$ cat src/rtl/pulse_evt_pkg.sv
// Shared types and width constants for the pulse event capture block.
// evt_t is the event FIFO entry: channel index, edge direction and timestamp.
package pulse_evt_pkg;

  localparam int unsigned NUM_CH     = 32;
  localparam int unsigned TS_W       = 32;
  localparam int unsigned CH_W       = $clog2(NUM_CH);
  localparam int unsigned FIFO_DEPTH = 16;

  // Field widths are the maximum supported; narrower instances zero-extend into them.
  typedef struct packed {
    logic [CH_W-1:0] chan;
    logic            rise;
    logic [TS_W-1:0] ts;
  } evt_t;

endpackage

$ cat src/rtl/pulse_event_capture_if.sv
// Event output handshake of pulse_event_capture.
//   master: drives ev_valid/ev_chan/ev_rise/ev_time, samples ev_ready
//   slave : the consumer side (register/telemetry drain)
interface pulse_event_capture_if #(
  parameter int unsigned CH_W = 5,
  parameter int unsigned TS_W = 32
) ();

  logic            ev_valid;
  logic            ev_ready;
  logic [CH_W-1:0] ev_chan;
  logic            ev_rise;
  logic [TS_W-1:0] ev_time;

  modport master (output ev_valid, ev_chan, ev_rise, ev_time, input ev_ready);
  modport slave  (input ev_valid, ev_chan, ev_rise, ev_time, output ev_ready);

endinterface

$ cat src/rtl/pulse_evt_fifo.sv
// Synchronous show-ahead FIFO of evt_t.
//   push_i/wdata_i : write; accepted when not full, or when full and popping
//   pop_i          : remove head; ignored when empty
//   rdata_o        : head entry, forced to zero when empty
//   full_o/empty_o/level_o : occupancy status (level 0..DEPTH)
module pulse_evt_fifo
  import pulse_evt_pkg::*;
#(
  parameter int unsigned DEPTH = 16
) (
  input  logic                     clk,
  input  logic                     rst_n,
  input  logic                     push_i,
  input  evt_t                     wdata_i,
  input  logic                     pop_i,
  output evt_t                     rdata_o,
  output logic                     full_o,
  output logic                     empty_o,
  output logic [$clog2(DEPTH):0]   level_o
);

  localparam int unsigned AW = $clog2(DEPTH);
  localparam int unsigned LW = AW + 1;

  evt_t          mem_q [DEPTH];
  logic [AW-1:0] wr_q, rd_q;
  logic [LW-1:0] cnt_q;
  logic          do_push, do_pop;

  assign full_o  = (cnt_q == LW'(DEPTH));
  assign empty_o = (cnt_q == '0);
  assign do_pop  = pop_i & ~empty_o;
  assign do_push = push_i & (~full_o | do_pop);
  assign level_o = cnt_q;
  // Stale storage is never visible: an empty FIFO presents an all-zero head.
  assign rdata_o = empty_o ? '0 : mem_q[rd_q];

  always_ff @(posedge clk) begin
    if (do_push) mem_q[wr_q] <= wdata_i;
  end

  always_ff @(posedge clk or negedge rst_n) begin
    if (!rst_n) begin
      wr_q  <= '0;
      rd_q  <= '0;
      cnt_q <= '0;
    end else begin
      if (do_push) wr_q <= wr_q + AW'(1);
      if (do_pop)  rd_q <= rd_q + AW'(1);
      if (do_push && !do_pop)      cnt_q <= cnt_q + LW'(1);
      else if (do_pop && !do_push) cnt_q <= cnt_q - LW'(1);
    end
  end

endmodule

$ cat src/rtl/pulse_event_capture.sv
// Edge capture for the filtered pulse vector. Each rising/falling edge is stamped
// with a free-running cycle counter, parked in a per-channel pending slot, and
// moved by a round-robin arbiter (one per cycle) into a show-ahead event FIFO.
//   clk, rst_n     : clock, async active-low reset
//   pulse_in_i     : filtered pulses, synchronous to clk
//   clr_i          : single-cycle clear of the sticky overflow flag
//   ev_if          : event handshake (valid/ready, chan, rise, time)
//   fifo_level_o   : FIFO occupancy 0..FIFO_DEPTH
//   overflow_o     : sticky, an edge was dropped on an occupied pending slot
module pulse_event_capture #(
  parameter int unsigned NUM_CH     = 32,
  parameter int unsigned TS_W       = 32,
  parameter int unsigned FIFO_DEPTH = 16
) (
  input  logic                          clk,
  input  logic                          rst_n,
  input  logic [NUM_CH-1:0]             pulse_in_i,
  input  logic                          clr_i,
  pulse_event_capture_if.master         ev_if,
  output logic [$clog2(FIFO_DEPTH):0]   fifo_level_o,
  output logic                          overflow_o
);

  import pulse_evt_pkg::*;

  localparam int unsigned CW = (NUM_CH > 1) ? $clog2(NUM_CH) : 1;

  logic [TS_W-1:0]   ts_q;
  logic [NUM_CH-1:0] prev_q;
  logic [NUM_CH-1:0] pend_q, pend_d, prise_q, prise_d;
  logic [TS_W-1:0]   ptime_q [NUM_CH];
  logic [TS_W-1:0]   ptime_d [NUM_CH];
  logic [CW-1:0]     rr_q, rr_d;
  logic              ovf_q, ovf_d;

  logic [NUM_CH-1:0] chg;
  logic              found, grant, drop, pop, fifo_full, fifo_empty;
  logic [CW-1:0]     gnt_chan;
  evt_t              wdata, rdata;

  assign chg = pulse_in_i ^ prev_q;
  assign pop = ~fifo_empty & ev_if.ev_ready;

  // First pending channel at or after rr_q, circularly.
  always_comb begin
    int unsigned idx;
    logic [CW-1:0] idx_c;
    found    = 1'b0;
    gnt_chan = '0;
    idx      = 0;
    idx_c    = '0;
    for (int unsigned k = 0; k < NUM_CH; k++) begin
      idx = int'(unsigned'(rr_q)) + k;
      if (idx >= NUM_CH) idx = idx - NUM_CH;
      idx_c = CW'(idx);
      if (!found && pend_q[idx_c]) begin
        found    = 1'b1;
        gnt_chan = idx_c;
      end
    end
  end

  // A full FIFO still takes a write when its head leaves in the same cycle.
  assign grant = found & (~fifo_full | pop);

  always_comb begin
    wdata                = '0;
    wdata.chan[CW-1:0]   = gnt_chan;
    wdata.rise           = prise_q[gnt_chan];
    wdata.ts[TS_W-1:0]   = ptime_q[gnt_chan];
  end

  always_comb begin
    pend_d  = pend_q;
    prise_d = prise_q;
    ptime_d = ptime_q;
    drop    = 1'b0;
    for (int unsigned i = 0; i < NUM_CH; i++) begin
      if (chg[i]) begin
        // Slot drained by this cycle's grant is free for the new edge.
        if (pend_q[i] && !(grant && gnt_chan == CW'(i))) begin
          drop = 1'b1;
        end else begin
          pend_d[i]  = 1'b1;
          prise_d[i] = pulse_in_i[i];
          ptime_d[i] = ts_q;
        end
      end else if (grant && gnt_chan == CW'(i)) begin
        pend_d[i] = 1'b0;
      end
    end
  end

  always_comb begin
    rr_d = rr_q;
    if (grant) rr_d = (gnt_chan == CW'(NUM_CH - 1)) ? '0 : gnt_chan + CW'(1);
  end

  // Drop takes priority over a same-cycle clear.
  assign ovf_d = (ovf_q & ~clr_i) | drop;

  always_ff @(posedge clk or negedge rst_n) begin
    if (!rst_n) begin
      ts_q    <= '0;
      prev_q  <= '0;
      pend_q  <= '0;
      prise_q <= '0;
      ptime_q <= '{default: '0};
      rr_q    <= '0;
      ovf_q   <= 1'b0;
    end else begin
      ts_q    <= ts_q + TS_W'(1);
      prev_q  <= pulse_in_i;
      pend_q  <= pend_d;
      prise_q <= prise_d;
      ptime_q <= ptime_d;
      rr_q    <= rr_d;
      ovf_q   <= ovf_d;
    end
  end

  pulse_evt_fifo #(
    .DEPTH (FIFO_DEPTH)
  ) u_fifo (
    .clk     (clk),
    .rst_n   (rst_n),
    .push_i  (grant),
    .wdata_i (wdata),
    .pop_i   (pop),
    .rdata_o (rdata),
    .full_o  (fifo_full),
    .empty_o (fifo_empty),
    .level_o (fifo_level_o)
  );

  assign ev_if.ev_valid = ~fifo_empty;
  assign ev_if.ev_chan  = rdata.chan[CW-1:0];
  assign ev_if.ev_rise  = rdata.rise;
  assign ev_if.ev_time  = rdata.ts[TS_W-1:0];
  assign overflow_o     = ovf_q;

endmodule

$ cat src/flat_wrapper.sv
// flat-port wrapper written by rule: the top's interface ports become plain ports
module pulse_event_capture_flat import pulse_evt_pkg::*;
#(
  parameter int unsigned NUM_CH     = 32,
  parameter int unsigned TS_W       = 32,
  parameter int unsigned FIFO_DEPTH = 16
)
  (clk, rst_n, pulse_in_i, clr_i, fifo_level_o, overflow_o, ev_if_ev_valid, ev_if_ev_chan, ev_if_ev_rise, ev_if_ev_time, ev_if_ev_ready);
  pulse_event_capture_if #(.CH_W((5)), .TS_W(TS_W)) ev_if_i ();
  input  logic clk;
  input  logic rst_n;
  input  logic [NUM_CH-1:0] pulse_in_i;
  input  logic clr_i;
  output logic [$clog2(FIFO_DEPTH):0] fifo_level_o;
  output logic overflow_o;
  output wire logic [$bits(ev_if_i.ev_valid)-1:0] ev_if_ev_valid;
  output wire logic [$bits(ev_if_i.ev_chan)-1:0] ev_if_ev_chan;
  output wire logic [$bits(ev_if_i.ev_rise)-1:0] ev_if_ev_rise;
  output wire logic [$bits(ev_if_i.ev_time)-1:0] ev_if_ev_time;
  input wire logic [$bits(ev_if_i.ev_ready)-1:0] ev_if_ev_ready;
  assign ev_if_ev_valid = ev_if_i.ev_valid;
  assign ev_if_ev_chan = ev_if_i.ev_chan;
  assign ev_if_ev_rise = ev_if_i.ev_rise;
  assign ev_if_ev_time = ev_if_i.ev_time;
  assign ev_if_i.ev_ready = ev_if_ev_ready;
  pulse_event_capture #(.NUM_CH(NUM_CH), .TS_W(TS_W), .FIFO_DEPTH(FIFO_DEPTH)) u_core (.clk(clk), .rst_n(rst_n), .pulse_in_i(pulse_in_i), .clr_i(clr_i), .ev_if(ev_if_i), .fifo_level_o(fifo_level_o), .overflow_o(overflow_o));
endmodule
$ cat config.mk
export PLATFORM = sky130hd
export DESIGN_NAME = pulse_event_capture_flat
export DESIGN_NICKNAME = d
export VERILOG_FILES = /design/src/rtl/pulse_evt_pkg.sv /design/src/rtl/pulse_event_capture_if.sv /design/src/rtl/pulse_evt_fifo.sv /design/src/rtl/pulse_event_capture.sv /design/src/flat_wrapper.sv
export SDC_FILE = /design/constraint.sdc
export NUM_CORES = 2
export LEC_CHECK = 0
export ABC_AREA = 1
export CORE_UTILIZATION = 31
export CTS_CLUSTER_SIZE = 28
export DETAILED_ROUTE_END_ITERATION = 10
export GPL_TIMING_DRIVEN = 0
export PLACE_DENSITY_LB_ADDON = 0.12
export SYNTH_ARGS = -nofsm -noshare
export SYNTH_HDL_FRONTEND = slang
export SYNTH_SLANG_ARGS = --single-unit
$ cat constraint.sdc
create_clock -name clk -period 14.2 [get_ports clk]
set_input_delay 3.55 -clock clk [delete_from_list [all_inputs] [get_ports clk]]
set_output_delay 3.55 -clock clk [all_outputs]
set_load 0.02 [all_outputs]
==> results.yml <==
run_status:
  outcome: "complete, but fails checks"
  failed_checks: "capacitance limit, slew limit"
synth:
  synth_seq_cells: 1779
  syn-cell-area_um2: 80500
  combinational_family_with_the_most_area_after_synthesis: "simple AND/OR/NAND/NOR gates"
  synth_compound_area_share_pct: 14.1
  synth_edf_count: 608
  post_synth.cell_area_avg_um2: 9.03
  synthesis.nets: 8974
  synth.area.mux_share_pct: 0.453
  ys_seq_area_share_pct: 59.1
  ys_warn_count: 0
  synth_async_sr_flop_share_pct: 65.8
  yosys.area_share.xor_xnor_pct: 0.924
  netlist_instances: 8912
  synth_adder_area_share_pct: 0.414
  synthSimpleGateAreaFrac_pct: 20.2
  synthFlopType: "dfrtp_1"
  synth_cell_type_count: 56
clock_tree:
  cts_tree: "done"
  cts_htree_levels: 4
  cts_root_buf: "clkbuf_16"
  tritoncts.num_buffers: 202
  number_of_resized_instances_in_the_post_cts_repair_step: 0
  sinks_on_the_clock_net: 1779
  path_clk_slew_ns: 0.06
  max-clock-path-buffers: 3
  post_cts_hold_buffer_count: 0
  postCtsSetupRepairBufs: 0
  clkLatencyLatePin_ns: 0.89
critical_path:
  r2r_slack_ns: 2.89
  critical_path.n_buffers_inverters: 12
  timing.critical_path.max_delay_family: "buffers and inverters"
  critical_path_peak_fanout: 13
  worst_r2r_startpoint: "u_core.rr_q[1]"
  r2r.worst_path.cells: 39
  critical_path_required_ns: 14.91
  crit_start: "u_core.rr_q[1]"
  type_of_element_capturing_the_critical_path: "register"
  cpMaxStageDelayCell: "clkinv_1"
  critPathMaxStageDelay_ns: 0.85
  critical_path_class: "register to register"
  worst_path_most_repeated_cell: "nand2_1"
  critical_path_arrival_ns: 12.01
  critical_path_cell_count: 39
  critical_path.startpoint_type: "register"
  rr_endpoint: "u_core.ptime_q[515]"
drt:
  per_cell_routed_wire_length_um: 34.0
  remaining_drc_errors: 0
  detailedRoute.firstIterationViolations: 11074
  routed-via-count: 73920
  count_of_tritonroute_iterations_in_the_first_routing_pass: 8
  totalWireLength_um: 437000
  drt-vias-per-instance: 5.76
  final_antenna_net_count: 0
placed_design:
  placedInstanceArea_um2: 86600
  portBuffers: 80
  place.gp.congestion: 0.976
  placedCellCount: 12419
  total_half_perimeter_wirelength_after_legalization_and_detailed_placement_um: 305000
floorplan:
  die_width_um: 511
  floorplan.io_pins: 81
  initial_core_util_pct: 31.3
  fp.coreArea_um2: 257000
  die-area_um2: 262000
  floorplan.rows: 186
  chipHeight_um: 511
grt:
  grt_first_pass_wirelength_um: 585000
  grt_max_degree: 167
  grt.total_usage_pct: 32.6
  grt_pass1_vias: 68388
  initial_antenna_violation_count: 52
  grt_overflow: 0
timing:
  layout_min_cycle_time_ns: 11.31
  timing.slew.headroom_pct: -8.58
  maxSlewViolCount: 47
  hold_viol: 0
  fin_crit_sh_pct: 79.6
  setup_violations: 0
  fin_worst_skew_ns: 0.0780
  setup_total_negative_slack_ns: 0
  worst_pin_slew_ns: 1.63
  rsz_0062_raised_after_global_routing: "false"
  max_clock_freq_ghz: 0.0884
worst_hold_path:
  worstHoldPathType: "register to register"
  worstHoldEndpoint: "u_core.ts_q[5]"
  worst_hold_start: "u_core.ts_q[5]"
  whs_path_depth: 1
final_layout:
  design_area_um2: 93500
  finalNonFillerCells: 12830
  area_delta_synth_final_pct: 16.2
  layout.nets: 9302
  drive_above_1_share_pct: 8.43
run:
  max-cap-violations: 7
-- flip-flops by register name, indices dropped and copies added, names as in the netlist --
| name | flops |
|---|---|
| u_core.rr_q | 5 |
| u_core.u_fifo.wr_q | 4 |
| u_core.u_fifo.mem_q | 608 |
| u_core.u_fifo.level_o | 5 |
| u_core.prev_q | 32 |
| u_core.overflow_o | 1 |
| u_core.u_fifo.rd_q | 4 |
| u_core.ts_q | 32 |
| u_core.prise_q | 32 |
| u_core.ptime_q | 1024 |
| u_core.pend_q | 32 |
-- cell usage in the layout, fill, tap and decap left out, types with 28 or more instances in the layout --
| cell type | n |
|---|---|
| nand2_1 | 2807 |
| dfrtp_1 | 1171 |
| o21ai_0 | 832 |
| o21ai_1 | 695 |
| edfxtp_1 | 608 |
| nor2_1 | 506 |
| nand3_1 | 461 |
| clkbuf_1 | 390 |
| a21oi_1 | 335 |
| buf_2 | 210 |
| clkbuf_16 | 205 |
| inv_1 | 162 |
| o221ai_1 | 106 |
| clkdlybuf4s50_1 | 79 |
| o211ai_1 | 77 |
| buf_4 | 73 |
| xor2_1 | 73 |
| or2_0 | 56 |
| nand4_1 | 49 |
| clkbuf_2 | 49 |
| o22ai_1 | 49 |
| diode_2 | 36 |
| clkinv_2 | 32 |
| clkbuf_8 | 31 |
| mux2_1 | 28 |
-- metal layers --
metal | share of wire [%] | wire [um] | up-vias | global-route usage (%)
li1 | - | - | 30814 | -
met1 | 41 | 177000 | 37447 | 43.7
met2 | 43 | 188000 | 4610 | 48.7
met3 | 10 | 45800 | 1037 | 8.08
met4 | 5.8 | 25500 | 12 | 16.5
met5 | 0.028 | 124 | - | 0
-- through the flow --
| step | util (%) | setup WS, ns | hold WS (ns) |
|---|---|---|---|
| 4_1_cts | 36.3 | 3.11 | 0.469 |
| 3_3_place_gp | 33.2 | -47.39 | 0.454 |
| 3_5_place_dp | 33.7 | 3.13 | 0.457 |
| 6_report | 36.3 | 2.89 | 0.469 |
| 5_1_grt | 36.3 | 2.42 | 0.484 |
| 2_1_floorplan | - | 7.59 | 0.442 |
-- cells by family (layout without fill, tap and decap cells) --
kind of cell,after synthesis,after routing
multiplexers,32,32
AO/OA/AOI/OAI,2123,2123
adder cells (fa/ha/maj),26,26
flip-flops,1779,1779
XOR/XNOR,81,81
AND/OR/NAND/NOR,3995,3995
buffers and inverters,876,1374
other,0,36
-- worst max path at each step --
stage,endpoint,slack [ns]
global route,u_core.ptime_q[519],2.42
CTS,u_core.u_fifo.mem_q[3][23],3.11
global placement,u_core.pend_q[20],-47.39
detailed placement,u_core.u_fifo.mem_q[10][23],3.13
floorplan,u_core.ptime_q[13],7.59
finish,u_core.ptime_q[515],2.89
-- final cells by class --
cell class                      count  area [um^2]
Antenna cell                       36         90.1
Fill cell                       26549       164000
Clock inverter                     79          978
Sequential cell                  1779        47600
Timing Repair Buffer              124         1760
Clock buffer                      295         5780
Tap cell                         3384         4230
Multi-Input combinational cell   6257        29100
Inverter                          189          714
Buffer                            687         3220
-- synth_stat cells, types with 6 or more instances --
master    instances  area, um^2
inv_2            17        63.8
buf_6             6        67.6
buf_4            72         541
buf_2           202        1010
nand2_2           7        43.8
inv_1           166         623
nand3b_1          6        45.0
nor3_1           23         115
nor2_1          528        1980
o211ai_1         77         578
buf_1            27         101
nand4_1          49         307
clkbuf_1        379        1420
or2_2            22         138
mux2_1           28         315
o22ai_1          49         307
a21oi_1         335        1680
o21ai_0         832        4160
dfrtp_1        1171       29300
o221ai_1        106         928
a31oi_1          16         100
o21ai_1         695        3480
nor2_4            8        90.1
nand4_2           7        87.6
nand3_1         461        2310
ha_1             25         313
edfxtp_1        608       18300
xor2_1           73         639
or2_0            56         350
nand2_1        2807       10500
Power is left out: the tool's default activity adds up to more than one toggle a clock period on the data nets, which glitch-free logic cannot reach.
